--- config.mk ---
export PLATFORM = sky130hd
export DESIGN_NAME = mu0_sequencer
export DESIGN_NICKNAME = d
export VERILOG_FILES = /design/src/rtl/mu0_pkg.sv /design/src/rtl/mu0_instr_counter.sv /design/src/rtl/mu0_sequencer.sv
export SDC_FILE = /design/constraint.sdc
export NUM_CORES = 1
export LEC_CHECK = 0
export CAP_MARGIN = 30
export CORE_MARGIN = 2
export CORE_UTILIZATION = 49
export DETAILED_ROUTE_END_ITERATION = 10
export PLACE_DENSITY_LB_ADDON = 0.15
export SLEW_MARGIN = 20
export SYNTH_ARGS = -nofsm -noshare
export SYNTH_HDL_FRONTEND = slang
export SYNTH_HIERARCHICAL = 1
export SYNTH_SLANG_ARGS = --single-unit
--- constraint.sdc ---
create_clock -name i_clk -period 3.6 [get_ports i_clk]
set_input_delay 0.72 -clock i_clk [delete_from_list [all_inputs] [get_ports i_clk]]
set_output_delay 0.72 -clock i_clk [all_outputs]
set_load 0.01 [all_outputs]
--- src/rtl/mu0_pkg.sv ---
// Shared MU0 definitions: sequencer state encoding and opcode constants
// that the decode logic also uses.
package mu0_pkg;

    typedef enum logic [2:0] {
        ST_IDLE  = 3'd0,
        ST_FETCH = 3'd1,
        ST_EXEC1 = 3'd2,
        ST_EXEC2 = 3'd3,
        ST_HALT  = 3'd4
    } state_e;

    localparam int OPC_W = 4;

    localparam logic [OPC_W-1:0] OP_LDA = 4'h0;
    localparam logic [OPC_W-1:0] OP_STA = 4'h1;
    localparam logic [OPC_W-1:0] OP_ADD = 4'h2;
    localparam logic [OPC_W-1:0] OP_SUB = 4'h3;
    localparam logic [OPC_W-1:0] OP_JMP = 4'h4;
    localparam logic [OPC_W-1:0] OP_JGE = 4'h5;
    localparam logic [OPC_W-1:0] OP_JNE = 4'h6;
    localparam logic [OPC_W-1:0] OP_STP = 4'h7;

    // Memory-operand instructions need the second execute cycle.
    function automatic logic op_needs_extra(input logic [OPC_W-1:0] op);
        return (op == OP_LDA) || (op == OP_STA) || (op == OP_ADD) || (op == OP_SUB);
    endfunction

endpackage

--- src/rtl/mu0_instr_counter.sv ---
// Retired-instruction counter: CNT_W-bit enable counter, wraps naturally,
// asynchronous active-low clear.
module mu0_instr_counter #(
    parameter int CNT_W = 16
) (
    input  logic             i_clk,
    input  logic             i_rst_n,
    input  logic             i_en,
    output logic [CNT_W-1:0] o_count
);

    logic [CNT_W-1:0] r_count;

    always_ff @(posedge i_clk or negedge i_rst_n) begin
        if (!i_rst_n) begin
            r_count <= '0;
        end else if (i_en) begin
            r_count <= r_count + 1'b1;
        end
    end

    assign o_count = r_count;

endmodule

--- src/rtl/mu0_sequencer.sv ---
// MU0 control sequencer: FETCH/EXEC1/EXEC2 phase generation, run/step/halt
// control, conditional-skip tracking and retired-instruction counting.
module mu0_sequencer
    import mu0_pkg::*;
#(
    parameter int CNT_W = 16
) (
    input  logic             i_clk,
    input  logic             i_reset_n,
    input  logic             i_run,
    input  logic             i_step,
    input  logic             i_extra,
    input  logic             i_stp,
    input  logic             i_skip_set,
    output logic             o_fetch,
    output logic             o_exec1,
    output logic             o_exec2,
    output logic             o_ir_load,
    output logic             o_skipstatus,
    output logic             o_halted,
    output logic [CNT_W-1:0] o_instr_count
);

    state_e r_state;
    state_e w_state_nxt;
    logic   r_run_mode;
    logic   w_run_mode_nxt;
    logic   r_skip;
    logic   w_skip_nxt;
    logic   w_instr_end;
    logic   w_halt_entry;
    logic   w_cnt_en;

    always_ff @(posedge i_clk or negedge i_reset_n) begin
        if (!i_reset_n) begin
            r_state    <= ST_IDLE;
            r_run_mode <= 1'b0;
            r_skip     <= 1'b0;
        end else begin
            r_state    <= w_state_nxt;
            r_run_mode <= w_run_mode_nxt;
            r_skip     <= w_skip_nxt;
        end
    end

    always_comb begin
        w_state_nxt    = r_state;
        w_run_mode_nxt = r_run_mode;
        w_skip_nxt     = r_skip;
        w_instr_end    = 1'b0;
        w_halt_entry   = 1'b0;

        case (r_state)
            ST_IDLE: begin
                if (i_run) begin
                    w_state_nxt    = ST_FETCH;
                    w_run_mode_nxt = 1'b1;
                end else if (i_step) begin
                    w_state_nxt    = ST_FETCH;
                    w_run_mode_nxt = 1'b0;
                end
            end
            ST_FETCH: w_state_nxt = ST_EXEC1;
            ST_EXEC1: begin
                // A skipped STP falls through and retires like any other instruction.
                if (i_stp && !r_skip) begin
                    w_state_nxt  = ST_HALT;
                    w_halt_entry = 1'b1;
                end else if (i_extra) begin
                    w_state_nxt = ST_EXEC2;
                end else begin
                    w_instr_end = 1'b1;
                end
            end
            ST_EXEC2: w_instr_end = 1'b1;
            ST_HALT: begin
                if (i_run) begin
                    w_state_nxt    = ST_FETCH;
                    w_run_mode_nxt = 1'b1;
                end
            end
            default: w_state_nxt = ST_IDLE;
        endcase

        if (w_instr_end) begin
            w_state_nxt = r_run_mode ? ST_FETCH : ST_IDLE;
            // A skip lasts exactly one instruction; no chaining.
            w_skip_nxt  = !r_skip && i_skip_set;
        end
        if (w_halt_entry) begin
            w_skip_nxt = 1'b0;
        end
    end

    assign w_cnt_en = (w_instr_end && !r_skip) || w_halt_entry;

    mu0_instr_counter #(
        .CNT_W (CNT_W)
    ) u_instr_counter (
        .i_clk   (i_clk),
        .i_rst_n (i_reset_n),
        .i_en    (w_cnt_en),
        .o_count (o_instr_count)
    );

    assign o_fetch      = (r_state == ST_FETCH);
    assign o_exec1      = (r_state == ST_EXEC1);
    assign o_exec2      = (r_state == ST_EXEC2);
    assign o_ir_load    = (r_state == ST_FETCH);
    assign o_halted     = (r_state == ST_HALT);
    assign o_skipstatus = r_skip;

endmodule

Word level (Yosys, flattened, before mapping)
Cells that the tools add are included.
W data, S select, Z words.

cells by class
  add/sub/neg operators = 1
  $mul = 0
  divide/modulo/power cells = 0
  $lt $le $gt $ge = 0
  eq/ne operators = 10
  shifts and indexed selects = 0
  mux-type cells = 19
  bitwise gates (word level) = 0
  reduce and logical (&&, ||, !) cells = 10

operators with widths
  cell                     count
  $mux W3                  6
  $add A16 B1 Y16 const B  1
  $pmux W3 S5              1
  $mux W1                  10
  $eq A3 B2 Y1 const B     2
  $ne A4 B2 Y1 const B     1
  $ne A4 B4 Y1 const B     1
  $pmux W1 S2              2
  $reduce_and A4 Y1        1
  $reduce_bool A2 Y1       2
  $eq A3 B1 Y1 const B     1
  $eq A3 B3 Y1 const B     1
  $logic_and A1 B1 Y1      3
  $logic_not A3 Y1         1
  $ne A3 B2 Y1 const B     1
  $ne A3 B3 Y1 const B     1
  $reduce_and A3 Y1        1
  $ne A2 B1 Y1 const B     1
  $ne A2 B2 Y1 const B     1
  $logic_not A1 Y1         1
  $logic_or A1 B1 Y1       1

word-level totals
  register bits after elaboration = 21
  bits in latches = 0
  RAM bits = 0
  ROM bits = 0
  input port bits = 7
  word-level logic and storage cells = 44
  memories kept = 0

Logic depth before layout (Yosys ltp)
Gate-level depths: netlist (run 1).

  word-level depth = 6
  gate-level depth with buffers = 7
  gate-level depth less buffers = 6

By module
Netlist (run 1), hierarchy kept.

modules (own cells, without submodules)
  module             times used  cells an instance  area each (um2)
  mu0_instr_counter  1           56                 695.7
  mu0_sequencer      1           34                 306.5

Least setup slack after synthesis (run 1)
No wires, ideal clock.

  kind = input-to-reg
  from = in i_extra
  to = reg u_instr_counter.r_count[12] (netlist: u_instr_counter/o_count[12])
  setup time = 79 ps
  arrival = 2,039 ps
  data required time = 3,521 ps
  path slack = 1,482 ps
  cell stages on the path = 6
  path through = nor2b_4 a211oi_2 nand4_4 nor3_2 and4_1 xor2_1

on the way
  longest elaborated chain between the ends = 5

ends and longest elaborated chain
  item                    line                     text
  start: declaration      mu0_sequencer.sv:12      input logic i_extra,
  $mux W1                 mu0_sequencer.sv:69      end else if (i_extra) begin
  $mux W1                 mu0_sequencer.sv:66      if (i_stp && !r_skip) begin
  $pmux W1 S2             mu0_sequencer.sv:53      case (r_state)
  $logic_and A1 B1 Y1     mu0_sequencer.sv:95      assign w_cnt_en = (w_instr_end && !r_skip) || w_halt_entry;
  $logic_or A1 B1 Y1      mu0_sequencer.sv:95
  via w_cnt_en            mu0_sequencer.sv:32      logic w_cnt_en;
  end signal: assignment  mu0_instr_counter.sv:18  r_count <= r_count + 1'b1;
  end: declaration        mu0_instr_counter.sv:12  logic [CNT_W-1:0] r_count;

The timed path passes the listed nets, and every way through them passes these cells.
A chain may end at the register's enable or synchronous reset.

Final worst setup path (run 1)
Ends and elaborated chain as after synthesis.

==> out/metrics.yaml, run 1 <==
status: "completed"
critPathCaptureType: "flop"
cts_buffer_depth: 2
core_area_sq_mm: 0.00194
grt_max_degree: 22
area_growth_pct: 33.6
powerDensity_mw_per_mm2: 589
drc: 0
dp_hpwl_mm: 1.45
die_h_um: 49.2
reg2regPathDepth: 6
synth_top_area_frac: 0.524
netlist_area_sq_mm: 0.00100
synth_common_cells: "21 x dfrtp_1, 9 x nor2_1, 9 x xnor2_1"
synth_edf_count: 0
worstReg2RegEnd: "u_instr_counter/o_count[12]"
r2r_slack_ps: 1460
hp-class: "reg2reg"
hold_viol_final: 0
die_w_um: 49.2
final_nets: 130
cts_tree: "built"
start_util: 0.516
hp-start: "u_instr_counter/o_count[15]"
leakage_nw: 0.581
hold_path_end: "u_instr_counter/o_count[15]"
peakVddDrop_uv: 529
period_share: 0.678
cts.sinks: 21
critPathTopFamily: "simple AND/OR/NAND/NOR gates"
dieArea_sq_mm: 0.00242
crit_fanout: 6
post-route-min-period_ps: 2440
cp_cell_sequence: "clkdlybuf4s50_1 -> nor2b_4 -> a211oi_2 -> nand4_4 -> nor3_2 -> and4_1 -> xor2_1"
syn_avg_cell_area_sq_um: 11.1
cts_resized: 0
insertion_delay_ps: 290
vias_per_cell: 5.13
pin_count: 29
ys_warn_count: 6
path_class: "in2reg"
worst_slack_ps: 1160
ys.flop_type: "dfrtp_1"
finClkSkew_ps: 2.18
diodes: 0
clockPowerShare: 0.139
pwr-share-seq: 0.474
tightest_slew_ps: 545
synthDistinctLibCells: 31
syn_inst: 90
drt_iter0_drc: 7
max_stage_delay_ps: 520
grt_pass1_wl_mm: 3.35
wirelength_mm: 1.92
comb_power_share: 0.387
slowest_stage: "a211oi_2"
synth-seq-cells: 21
cap_violations: 0
synthArstFlopShare: 1.00
cts-root-buf: "clkbuf_4"
grt_overflow_total: 0
critPathLaunchType: "primary input"
slew_headroom: 0.636
num_vias: 759
dp_worst_setup_slack_ps: 852
first_pass_iters: 4
wl_per_cell_um: 13.0
internal_power_mw: 0.504
ys_top_cells_by_area: "dfrtp_1 52%, xnor2_1 7.9%, xor2_1 5.2%"
synthesis.nets: 98
gp_congestion: 0.724
post_cts.repair.setup_buffers: 0
gr-usage-all-layers: 0.177
tns_ps: 0
worstReg2RegStart: "r_state[2]"
drive_above_1_share: 0.0909
switching_share: 0.361
switchingPower_mw: 0.284
fmax_mhz: 409
antenna_found_initial: 0
postCtsHoldBufs: 0
clkTransAtPathRegs_ps: 110
synth_top_area_cell: "dfrtp_1"
cts_made_buffers: 3
yosysMostFrequentCell: "dfrtp_1"
cp_data_arrival_time_ps: 2660
io_buffers: 28
cp.required_ps: 3820
rsz0062_at_grt: "false"
n_fill_cell: 163
cts_max_level: 1
setup_violations: 0
crit_buf_inv: 1
drtAntennaViolNets: 0
utilization: 0.689
grt_pass1_vias: 774
row_count: 16
hold_path_depth: 1
slew_viol_final: 0
synth_seq_area_share: 0.524
worst max-delay path by stage:
stage	start	to	slack (ps)	cells after the start
floorplan	i_extra	u_instr_counter/o_count[12]	1480	6
global placement	i_extra	u_instr_counter/o_count[15]	930	7
detailed placement	i_extra	u_instr_counter/o_count[12]	850	7
CTS	r_state[1]	o_fetch	1140	3
global route	r_state[0]	o_fetch	1070	3
finish	i_extra	u_instr_counter/o_count[12]	1160	7
registers in the layout, summed over array words and instances, names as in the netlist:
name                     flops
r_run_mode                   1
o_skipstatus                 1
u_instr_counter/o_count     16
r_state                      3
metal layers:
metal / part of all wire / track usage / vias to the layer above
met5: 0 / 0 / -
met4: 0 / 0.0429 / 0
met3: 0.044 / 0.0491 / 0
met2: 0.50 / 0.286 / 13
met1: 0.45 / 0.234 / 372
li1: - / - / 374
area by class of cell:
class / count / area, sq um / share of cell area
clock buffer: 4 / 26.3 / 0.0196
tap: 27 / 33.8 / 0.0252
multi-input combinational: 64 / 447 / 0.334
timing repair buffer: 29 / 295 / 0.221
inverter: 3 / 11.3 / 0.00841
sequential: 21 / 526 / 0.393
metrics by stage:
stage	std cells	hold WS [ps]	total power, mW	area, sq um
6_report	148	482	0.788	1340
5_1_grt	148	509	0.840	1340
4_1_cts	147	482	0.796	1320
3_5_place_dp	143	466	0.682	1300
3_3_place_gp	143	459	0.674	1300
2_1_floorplan	90	424	0.547	1000
cells in the final DEF (no fill, tap or decap), types with 2 or more instances in the layout:
| cell | netlist | final |
|---|---|---|
| clkbuf_4 | 0 | 3 |
| clkdlybuf4s50_1 | 0 | 28 |
| dfrtp_1 | 21 | 21 |
| inv_1 | 3 | 3 |
| nand2_1 | 6 | 6 |
| nand2b_1 | 2 | 2 |
| nand3_1 | 6 | 6 |
| nand4_1 | 3 | 3 |
| nor2_1 | 9 | 9 |
| nor3_2 | 2 | 2 |
| o21ai_1 | 3 | 3 |
| xnor2_1 | 9 | 9 |
| xor2_1 | 6 | 6 |
worst register-to-register path, delay by kind of cell, from the launching register on:
| family | cells | cell delay (ps) |
|---|---|---|
| simple gates | 4 | 970 |
| xor+xnor | 1 | 150 |
| compound gates | 1 | 510 |
| flops | 1 | 450 |
power groups by stage:
stage / clock (mW) / sequential (mW) / combinational (mW)
detailed placement: 0 / 0.377 / 0.305
finish: 0.109 / 0.373 / 0.305
global placement: 0 / 0.377 / 0.297
floorplan: 0 / 0.367 / 0.179
global route: 0.122 / 0.388 / 0.330
CTS: 0.115 / 0.373 / 0.308
kinds of logic after synthesis:
family,share of synthesized area
muxes,0.0112
and+or+nand+nor,0.221
DFF,0.524
buffers and inverters,0.0300
adders and majority gates,0.0125
xor gates and xnor gates,0.131
AOI/OAI and AO/OA,0.0699
Power figures use the tool's default switching activity.
==> inputs of run 2 (changes only) <==
--- a/config.mk
+++ b/config.mk
@@ -7,7 +7,7 @@
 export LEC_CHECK = 0
 export CAP_MARGIN = 30
 export CORE_MARGIN = 2
-export CORE_UTILIZATION = 49
+export CORE_UTILIZATION = 41
 export DETAILED_ROUTE_END_ITERATION = 10
 export PLACE_DENSITY_LB_ADDON = 0.15
 export SLEW_MARGIN = 20
==> constraint.sdc (replaced) <==
create_clock -name i_clk -period 1.95 [get_ports i_clk]
set_input_delay 0.39 -clock i_clk [delete_from_list [all_inputs] [get_ports i_clk]]
set_output_delay 0.39 -clock i_clk [all_outputs]
set_load 0.01 [all_outputs]
==> run 2 against run 1 <==
  * Sequential power grew 83%
  * Sequential share of layout area shrank 1.6 points
  * Core utilization shrank 6.7 points
  * First-iteration DRC count grew 14%
  * Highest routed layer is now met4
  * Combinational power grew 110%
  * Largest cell class unchanged
  * Register-to-register slack lost 1300 ps
==> out/metrics.yaml, run 2 (synthesis gave the netlist of run 1 again) <==
status: "completed"
final_nets: 139
dieArea_sq_mm: 0.00286
layout_common_cells: "23 x clkdlybuf4s50_1, 19 x dfrtp_1, 10 x buf_4"
hp-class: "in2async"
powerDensity_mw_per_mm2: 1080
dp_cells: 151
peakVddDrop_uv: 632
pin_count: 29
finClkSkew_ps: 1.34
critPathLaunchType: "primary input"
wl_per_cell_um: 12.7
dpl_cell_area_sq_mm: 0.00135
slowest_stage: "clkdlybuf4s50_1"
io_buffers: 28
utilization: 0.623
area_growth_pct: 40.1
cp_data_arrival_time_ps: 2080
start_util: 0.445
cts_buffer_depth: 2
max_stage_delay_ps: 430
cts.sinks: 21
gr-usage-all-layers: 0.167
post-route-min-period_ps: 1860
largest_register_ffs: 16
fin_area_sq_mm: 0.00140
cap_violations: 0
drive_above_1_share: 0.169
crit_buf_inv: 1
dp_hpwl_mm: 1.53
drt_iter0_drc: 8
insertion_delay_ps: 290
final_common_cell: "clkdlybuf4s50_1"
cts-root-buf: "clkbuf_4"
multi_input_area_sq_um: 454
fmax_mhz: 537
dp_worst_setup_slack_ps: -251
period_share: 0.955
antenna_found_initial: 0
vias_per_cell: 5.04
hold_slack_ps: 427
drc: 0
instances_no_fill: 158
cp_cell_sequence: "clkdlybuf4s50_1 -> nor2b_4 -> a211oi_4 -> nand4_4 -> nor3_2 -> and4_1 -> xor2_1"
drtAntennaViolNets: 0
die_h_um: 53.4
die_w_um: 53.4
grt_pass1_vias: 827
slew_viol_final: 0
diodes: 0
cp.required_ps: 2170
cts_made_buffers: 3
core_area_sq_mm: 0.00225
grt_pass1_wl_mm: 3.46
tightest_slew_ps: 331
worst_slack_ps: 87.7
n_fill_cell: 210
slew_headroom: 0.777
first_pass_iters: 4
leakage_nw: 0.641
num_vias: 797
critPathCaptureType: "flop"
gp_congestion: 0.748
hold_viol_final: 0
cts_max_level: 1
rsz0062_at_grt: "false"
row_count: 17
critPathTopFamily: "simple AND/OR/NAND/NOR gates"
wirelength_mm: 2.01
postCtsHoldBufs: 0
setup_violations: 0
cts_tree: "built"
clkTransAtPathRegs_ps: 110
path_class: "in2reg"
seq_area_sq_um: 528
grt_max_degree: 22
grt_overflow_total: 0
crit_fanout: 5
run 2: report_power, final:
group	total, mW	switching [mW]	internal, mW
Combinational	0.631	0.279	0.352
Sequential	0.684	0.149	0.535
Clock	0.203	0.123	0.0795
Total	1.52	0.551	0.967
run 2: final cells by class:
cell class | instances | share of cell area
inverter | 3 | 0.00802
sequential | 21 | 0.376
tap | 28 | 0.0250
multi-input combinational | 64 | 0.324
timing repair buffer | 38 | 0.249
clock buffer | 4 | 0.0187
run 2: what timing repair did:
action                                  4_1_cts  5_1_grt
gates resized for setup                       7        1
buffers inserted                              3        0
endpoints found under the setup margin        5        1
gates cloned                                  0        0
run 2: routing by layer:
layer | routed length (um) | GRT usage
met5 | 0 | 0
met4 | 8 | 0.0726
met3 | 95 | 0.0424
met2 | 966 | 0.261
met1 | 944 | 0.215
run 2: worst paths after layout:
path                                        startpoint                          end  slack (ps)  cells after the start
max                                            i_extra  u_instr_counter/o_count[12]          90                      7
min in group i_clk         u_instr_counter/o_count[15]  u_instr_counter/o_count[15]         490                      1
max in group asynchronous                    i_reset_n                   r_state[1]        1290                      2
max reg2reg                                 r_state[2]  u_instr_counter/o_count[12]         150                      6
min reg2reg                u_instr_counter/o_count[15]  u_instr_counter/o_count[15]         490                      1
min                                          i_reset_n   u_instr_counter/o_count[8]         430                      2
run 2: per-stage QoR:
stage,power (mW),setup TNS [ps]
2_1_floorplan,1.01,0
3_3_place_gp,1.28,-1050
3_5_place_dp,1.30,-1340
4_1_cts,1.52,0
5_1_grt,1.63,0
6_report,1.52,0
run 2: worst reg2reg max path: stages (launching register included):
cell,delay [ps]
dfrtp_1,400
nand2b_2,230
a211oi_4,280
nand4_4,160
nor3_2,270
and4_1,250
xor2_1,150
